<file path="config.mk">
export PLATFORM = sky130hd
export DESIGN_NAME = survive_seq
export DESIGN_NICKNAME = d
export VERILOG_FILES = /design/src/rtl/turbo_pkg.sv /design/src/rtl/sm_norm.sv /design/src/rtl/survive_seq.sv
export SDC_FILE = /design/constraint.sdc
export NUM_CORES = 1
export LEC_CHECK = 0
export CAP_MARGIN = 10
export CORE_MARGIN = 2
export CORE_UTILIZATION = 48
export DETAILED_ROUTE_END_ITERATION = 12
export PLACE_DENSITY_LB_ADDON = 0.12
export SLEW_MARGIN = 5
export SYNTH_ARGS = -nofsm -noshare
export SYNTH_HDL_FRONTEND = slang
export SYNTH_SLANG_ARGS = --single-unit
</file>
<file path="constraint.sdc">
create_clock -name clk -period 25 [get_ports clk]
set_clock_uncertainty 0.2 [all_clocks]
set_input_delay 7.5 -clock clk [delete_from_list [all_inputs] [get_ports clk]]
set_output_delay 7.5 -clock clk [all_outputs]
set_load 0.005 [all_outputs]
</file>
<file path="src/rtl/turbo_pkg.sv">
// Shared types and constants for the turbo-decoder survivor-path sequencer.
// Metrics are 16-bit sign-magnitude, with 100 representing 1.0.
package turbo_pkg;

  localparam int SM_W       = 16;
  localparam int SIGN_BIT   = 15;
  localparam int MAG_MSB    = 14;
  localparam int MAG_W      = 15;
  localparam int N_METRIC   = 8;
  localparam int METRIC_ONE = 100;

  typedef enum logic [2:0] {
    S_IDLE  = 3'd0,
    S_CLEAR = 3'd1,
    S_RUN   = 3'd2,
    S_TAIL  = 3'd3,
    S_DRAIN = 3'd4,
    S_DONE  = 3'd5
  } seq_state_e;

endpackage

</file>
<file path="src/rtl/sm_norm.sv">
// Normalises one sign-magnitude branch metric: clamps the magnitude to MAX_MAG
// and folds negative zero onto positive zero.
module sm_norm
  import turbo_pkg::*;
#(
  parameter logic [MAG_W-1:0] MAX_MAG = MAG_W'(4*METRIC_ONE)
) (
  input  logic [SM_W-1:0] metric_i,
  output logic [SM_W-1:0] metric_o
);

  logic [MAG_W-1:0] mag;

  assign mag = metric_i[MAG_MSB:0];

  always_comb begin
    metric_o = metric_i;
    if (mag == '0) begin
      metric_o = '0;
    end else if (mag > MAX_MAG) begin
      metric_o = {metric_i[SIGN_BIT], MAX_MAG};
    end
  end

endmodule

</file>
<file path="src/rtl/survive_seq.sv">
// Frame sequencer for the survivor-path datapath: feeds normalised branch
// metrics plus tail steps, and tags the datapath outputs with step indices.
//
// state   | meaning
// IDLE    | waiting for start
// CLEAR   | one-cycle state-metric initialise (dp_clr)
// RUN     | accepting K metric beats
// TAIL    | issuing TAIL_LEN zero-metric termination steps
// DRAIN   | waiting for the latency pipeline to empty
// DONE    | one-cycle frame-complete pulse
module survive_seq
  import turbo_pkg::*;
#(
  parameter int               K_W      = 12,
  parameter int               TAIL_LEN = 3,
  parameter int               DP_LAT   = 2,
  parameter logic [MAG_W-1:0] MAX_MAG  = MAG_W'(4*METRIC_ONE)
) (
  input  logic                  clk,
  input  logic                  rst,
  input  logic                  start,
  input  logic                  abort,
  input  logic [K_W-1:0]        cfg_len,
  input  logic                  in_valid,
  output logic                  in_ready,
  input  logic [N_METRIC*SM_W-1:0] in_metric,
  output logic                  dp_clr,
  output logic                  dp_en,
  output logic [SM_W-1:0]       dp_m11,
  output logic [SM_W-1:0]       dp_m21,
  output logic [SM_W-1:0]       dp_m31,
  output logic [SM_W-1:0]       dp_m41,
  output logic [SM_W-1:0]       dp_m12,
  output logic [SM_W-1:0]       dp_m22,
  output logic [SM_W-1:0]       dp_m32,
  output logic [SM_W-1:0]       dp_m42,
  output logic                  sv_valid,
  output logic [K_W-1:0]        sv_step,
  output logic                  sv_tail,
  output logic                  busy,
  output logic                  done,
  output logic                  err_len
);

  localparam logic [K_W-1:0] ONE_K     = K_W'(1);
  localparam logic [K_W-1:0] TAIL_LAST = K_W'(TAIL_LEN - 1);

  seq_state_e state_q, state_d;
  logic [K_W-1:0] k_q, k_d;
  logic [K_W-1:0] step_q, step_d;
  logic [K_W-1:0] dp_step_q, dp_step_d;
  logic           dp_en_q, dp_en_d;
  logic           dp_tail_q, dp_tail_d;
  logic           err_q, err_d;
  logic           pending;

  logic [N_METRIC-1:0][SM_W-1:0] norm;
  logic [N_METRIC-1:0][SM_W-1:0] dp_m_q, dp_m_d;

  logic [DP_LAT-1:0]          pipe_en_q;
  logic [DP_LAT-1:0]          pipe_tail_q;
  logic [DP_LAT-1:0][K_W-1:0] pipe_step_q;

  for (genvar g = 0; g < N_METRIC; g++) begin : g_norm
    sm_norm #(.MAX_MAG(MAX_MAG)) u_norm (
      .metric_i(in_metric[g*SM_W +: SM_W]),
      .metric_o(norm[g])
    );
  end

  assign in_ready = (state_q == S_RUN);
  assign pending  = dp_en_q || (|pipe_en_q);

  always_comb begin
    state_d   = state_q;
    k_d       = k_q;
    step_d    = step_q;
    dp_en_d   = 1'b0;
    dp_tail_d = 1'b0;
    dp_m_d    = '0;
    err_d     = 1'b0;
    case (state_q)
      S_IDLE: begin
        if (start) begin
          if (cfg_len != '0) begin
            k_d     = cfg_len;
            step_d  = '0;
            state_d = S_CLEAR;
          end else begin
            err_d = 1'b1;
          end
        end
      end
      S_CLEAR: state_d = S_RUN;
      S_RUN: begin
        if (in_valid) begin
          dp_en_d = 1'b1;
          dp_m_d  = norm;
          step_d  = step_q + ONE_K;
          if (step_q == k_q - ONE_K) state_d = S_TAIL;
        end
      end
      S_TAIL: begin
        dp_en_d   = 1'b1;
        dp_tail_d = 1'b1;
        step_d    = step_q + ONE_K;
        if (step_q == k_q + TAIL_LAST) state_d = S_DRAIN;
      end
      S_DRAIN: begin
        if (!pending) state_d = S_DONE;
      end
      S_DONE:  state_d = S_IDLE;
      default: state_d = S_IDLE;
    endcase
    // abort wins over everything, including a start sampled in IDLE
    if (abort) begin
      state_d   = S_IDLE;
      dp_en_d   = 1'b0;
      dp_tail_d = 1'b0;
      dp_m_d    = '0;
      err_d     = 1'b0;
    end
    dp_step_d = dp_en_d ? step_q : '0;
  end

  always_ff @(posedge clk or posedge rst) begin
    if (rst) begin
      state_q     <= S_IDLE;
      k_q         <= '0;
      step_q      <= '0;
      dp_step_q   <= '0;
      dp_en_q     <= 1'b0;
      dp_tail_q   <= 1'b0;
      dp_m_q      <= '0;
      err_q       <= 1'b0;
      pipe_en_q   <= '0;
      pipe_tail_q <= '0;
      pipe_step_q <= '0;
    end else begin
      state_q   <= state_d;
      k_q       <= k_d;
      step_q    <= step_d;
      dp_step_q <= dp_step_d;
      dp_en_q   <= dp_en_d;
      dp_tail_q <= dp_tail_d;
      dp_m_q    <= dp_m_d;
      err_q     <= err_d;
      if (abort) begin
        pipe_en_q   <= '0;
        pipe_tail_q <= '0;
        pipe_step_q <= '0;
      end else begin
        for (int i = DP_LAT - 1; i > 0; i--) begin
          pipe_en_q[i]   <= pipe_en_q[i-1];
          pipe_tail_q[i] <= pipe_tail_q[i-1];
          pipe_step_q[i] <= pipe_step_q[i-1];
        end
        pipe_en_q[0]   <= dp_en_q;
        pipe_tail_q[0] <= dp_tail_q;
        pipe_step_q[0] <= dp_step_q;
      end
    end
  end

  assign dp_clr   = (state_q == S_CLEAR);
  assign dp_en    = dp_en_q;
  assign dp_m11   = dp_m_q[0];
  assign dp_m21   = dp_m_q[1];
  assign dp_m31   = dp_m_q[2];
  assign dp_m41   = dp_m_q[3];
  assign dp_m12   = dp_m_q[4];
  assign dp_m22   = dp_m_q[5];
  assign dp_m32   = dp_m_q[6];
  assign dp_m42   = dp_m_q[7];
  assign sv_valid = pipe_en_q[DP_LAT-1];
  assign sv_step  = pipe_step_q[DP_LAT-1];
  assign sv_tail  = pipe_tail_q[DP_LAT-1];
  assign busy     = (state_q != S_IDLE);
  assign done     = (state_q == S_DONE);
  assign err_len  = err_q;

endmodule

</file>
# [After elaboration in Yosys (flattened, before gate mapping)]
# Cells that the tools add are included.
[totals] regBits=198 out_inout_bits=148 inputBits=145 word_cells=107
[classes] mux=44 n_lt_le_gt_ge=8 eq_ne=16 add_sub_neg=3 reduce_logical=17
[ops] op="128-bit 2-to-1 mux" count=3
[ops] op="16-bit 2-to-1 mux" count=8
[ops] op="15-bit by 9-bit > comparator with 1-bit output, second input constant" count=8
[ops] op="15-bit zero test" count=8
[ops] op="15-bit 2-to-1 mux" count=8
[ops] op="12-bit 2-to-1 mux" count=4
[ops] op="12-bit case mux with 3 select lines" count=1
[ops] op="12-bit equality test" count=2
[ops] op="24-bit 2-to-1 mux" count=1
[ops] op="3-bit 2-to-1 mux" count=7
[ops] op="3-bit inequality test, second input constant" count=5
[ops] op="3-bit case mux with 5 select lines" count=1
[ops] op="12-bit by 1-bit adder with 12-bit output, second input constant" count=1
[ops] op="12-bit by 2-bit adder with 12-bit output, second input constant" count=1
[ops] op="12-bit nonzero test" count=1
[ops] op="12-bit by 1-bit subtractor with 12-bit output, second input constant" count=1
[ops] op="1-bit 2-to-1 mux" count=8
[ops] op="3-bit by 2-bit equality test with 1-bit output, second input constant" count=2
[ops] op="3-bit equality test, second input constant" count=2
[ops] op="2-bit inequality test, second input constant" count=3
[ops] op="6-bit AND reduction" count=1
[ops] op="3-bit nonzero test" count=2
[ops] op="2-bit 2-to-1 mux" count=2
[ops] op="4-bit AND reduction" count=1
[ops] op="7 further kinds" count=7

# [Depth between registers and ports, before layout]
[depth] word_depth=6 depth_mapped=8

# [By module]
# From an unflattened synthesis, not the netlist that was laid out.
[hier_totals] hier_cells=842 hier_area_um2=9161.3
[modules_own_cells] module="survive_seq" cells_per_inst=618 seq_area_each_um2=4954.8 n_inst=1 area_per_inst_um2=7629.8
[modules_own_cells] module="sm_norm" cells_per_inst=28 seq_area_each_um2=0.0 n_inst=8 area_per_inst_um2=191.4

# [Worst setup path after synthesis]
# No wires, ideal clock.
[synth_path] kind="in2reg" from="input in_metric[113]" to="register dp_m_q, in the netlist dp_m42[0]" arrival_ns=8.899 slack_ns=15.834 required_time_ns=24.733 setup_ns=0.067 stages=4 path_cell_list="or4_1 > a211o_1 > a311oi_1 > and2_1"
[synth_lines] item="start: declaration" line_no="survive_seq.sv:26" source="input logic [N_METRIC*SM_W-1:0] in_metric,"
[synth_lines] item="end signal: assignment" line_no="survive_seq.sv:146" source="dp_m_q <= dp_m_d;"
[synth_lines] item="end: declaration" line_no="survive_seq.sv:58" source="logic [N_METRIC-1:0][SM_W-1:0] dp_m_q, dp_m_d;"

# [Worst setup path in the final report]
[layout_path] from="register state_q[1]" to="output in_ready"
[layout_via] elab_chain_cells=1
[layout_rtl] item="start: declaration" line_no="survive_seq.sv:48" source="seq_state_e state_q, state_d;"
[layout_rtl] item="start signal: assignment" line_no="survive_seq.sv:140" source="state_q <= state_d;"
[layout_rtl] item="3-bit by 2-bit equality test with 1-bit output" line_no="survive_seq.sv:71" source="assign in_ready = (state_q == S_RUN);"
[layout_rtl] item="end: declaration" line_no="survive_seq.sv:25" source="output logic in_ready,"
# Every way passes these cells.

==> out/results.ini <==
[detailed_routing]
drtIter0Drc=317
drt_wl_total_um=20200
drc=0
firstDrtPassIters=4
antenna_left=0
vias_per_cell=4.82
wl_per_cell_um=16.7
num_vias=5835

[power]
sw_frac_of_total=0.253
internal_power_uw=537
ir_drop_mv=0.0493
leakage_nw=5.10
clkPwrFrac=0.388
p_seq_frac=0.480
power_density_mw_per_mm2=62.1
p_switching_uw=182
combPwrFrac=0.132

[grt]
grt_pass1_vias=5590
grt_max_degree=116
antenna_found_initial=0
overflow=0
track_usage=0.234
grt_pass1_wl_um=30100

[worst_setup_path]
critPathKind=flip-flop to output pin
crit_slowest_cell=dfrtp_1
cp.required_ps=17300
path_max_fanout=12
start_kind=flip-flop
slowest_delay_ps=580
endpoint_kind=output pin
arrival_ps=1970
path_cells=nand2b_1 > nor2_1 > clkdlybuf4s50_1

[clock_tree]
cts_hold_buf=0
clock_latency_ps=430
clkTransAtPathRegs_ps=70
cts_tree=built
cts.sinks=198
cts_root_buf=clkbuf_16
cts_resized=0
postCtsSetupRepairBufs=0
cts_buffer_depth=2
htreeDepth=4
cts_buffers=17

[logic_synthesis]
synth_top_family_by_area=simple AND/OR/NAND/NOR gates
synth_compound_gate_area_share=0.0562
synth_cell_types=57
synth_flop_cell=dfrtp_1
synth_area_mm2=0.00775
postSynthAreaPerCell_um2=11.8
yosysSeqAreaShare=0.640
yosys.area.top_type=dfrtp_1
synth-edff-count=0
postSynthCellCount=654
yosysWarningCount=0
synthXorXnorAreaFrac=0.0373
synthTopCellsByArea=dfrtp_1 64%, and2_1 4.9%, nor2_1 3.6%
yosys.area.top_type_share=0.640
ys_seq_elements=198
muxShareOfSynthArea=0.0157
synthArstFlopShare=1.00
synth_fa_ha_area_frac=0.00646
yosys.area_share.simple=0.212

[finish]
nFillCells=1165
layout-drive-gt1-share=0.0513
diodes=0
post-route-util=0.731
syn2layout_area_growth_pct=49.4
nets=1130
final-instance-count-excl-fill=1210

[sta]
slew_headroom=0.335
fin_tns_setup_ps=0
min_period_ps=9670
hold_violations=0
setup_slack_ps=15330
rsz0062_at_grt=no
fmax_mhz=103
tightest_slew_ps=997
setup_viol_count_final=0
drv_slew=0
min_period_over_period=0.387

[worst_hold_path]
hold_path.class=flip-flop to flip-flop

[placed_design]
dp.cells=1178
place_congestion=0.862
dpl.hpwl_um=15500
port_buffers=292
post-place-ws_ps=15000

[floorplanning]
die_h_um=131
rows=46
start_util=0.489
dieArea_mm2=0.0172
die_w_um=131
pin_count=293
core_mm2=0.0158

[status]
status=finished clean

[flow_run]
cap_violations=0

-- final timing paths --
path	startpoint	end	slack [ps]	depth (start not counted)
min	dp_step_q[0]	pipe_step_q[0]	260	1
min in group asynchronous	rst	dp_m11[9]	7400	2
max reg2reg	k_q[1]	state_q[0]	22370	8
max in group asynchronous	rst	k_q[7]	15720	3
max	state_q[1]	in_ready	15330	3
min reg2reg	dp_step_q[0]	pipe_step_q[0]	260	1
-- metal layers --
| layer | GRT usage | part of all wire |
|---|---|---|
| met3 | 0.0639 | 0.073 |
| met1 | 0.285 | 0.38 |
| met4 | 0.0763 | 0.019 |
| met2 | 0.405 | 0.53 |
| met5 | 0 | 0 |
-- cell type report --
type                    instances  area, um^2  area share
clock buffers                  18         429      0.0371
inverters                      15        63.8     0.00551
flip-flops and latches        198        4950       0.428
multi-input cells             453        2720       0.235
well taps                     216         270      0.0234
repair buffers                296        2950       0.255
clock inverters                14         188      0.0162
-- flip-flops by register name, indices dropped and copies added, names as in the netlist --
name,flops
dp_en,1
dp_m11,16
dp_m12,16
dp_m21,16
dp_m22,16
dp_m31,16
dp_m32,16
dp_m41,16
dp_m42,16
dp_step_q,12
dp_tail_q,1
err_len,1
k_q,12
pipe_en_q,2
pipe_step_q,12
pipe_tail_q,2
state_q,3
step_q,12
sv_step,12
-- per-stage QoR --
step / area, um^2 / hold slack, ps / power (mW)
after floorplan: 7920 / 239 / 0.396
after CTS: 11600 / 265 / 0.725
after global routing: 11600 / 285 / 0.752
after detailed placement: 11000 / 250 / 0.446
final: 11600 / 262 / 0.719
after global placement: 11000 / 244 / 0.444
-- cell families after synthesis --
| kind of cell | Yosys count |
|---|---|
| mux | 11 |
| xor+xnor | 33 |
| flops | 198 |
| other cells | 1 |
| simple gates | 295 |
| buf+inv | 50 |
| compound gates | 62 |
| fa+ha+maj | 4 |
-- critical path, delay by kind of cell, from the launching register on --
kind | cells | cell delay [ps]
flops | 1 | 580
simple gates | 2 | 440
buf+inv | 1 | 530
-- layout by cell type (no fill, tap or decap), types with 10 or more instances in the layout --
| master | n |
|---|---|
| clkdlybuf4s50_1 | 292 |
| dfrtp_1 | 198 |
| nor2_1 | 75 |
| and2_1 | 61 |
| conb_1 | 48 |
| nor2b_1 | 37 |
| nor4_1 | 35 |
| nand2_1 | 25 |
| xnor2_1 | 21 |
| clkbuf_16 | 17 |
| inv_1 | 14 |
| xor2_1 | 12 |
| nor3b_1 | 11 |
| a21oi_1 | 10 |
-- synthesized netlist by cell type (4+ instances only) --
library cell	n
xor2_1	12
mux2_2	9
inv_1	15
nor3_1	9
or4_1	8
nor2_1	75
a31oi_1	8
buf_4	13
clkbuf_1	14
nor2b_1	37
buf_1	4
o311a_1	5
a21oi_1	10
o21ai_0	9
and2_1	61
nand4_1	5
and3_1	5
xnor2_1	21
ha_1	4
nor3b_1	11
nand2_1	25
nand3_1	9
dfrtp_1	198
nor4_1	35
o211ai_1	8
-- power groups by stage --
| stage | Sequential (mW) | Clock (mW) | Combinational, mW |
|---|---|---|---|
| finish | 0.345 | 0.279 | 0.0948 |
| global route | 0.347 | 0.299 | 0.106 |
| CTS | 0.345 | 0.285 | 0.0954 |
| detailed placement | 0.351 | 0 | 0.0948 |
| global placement | 0.351 | 0 | 0.0934 |
| floorplan | 0.345 | 0 | 0.0512 |
Power figures use the tool's default switching activity.
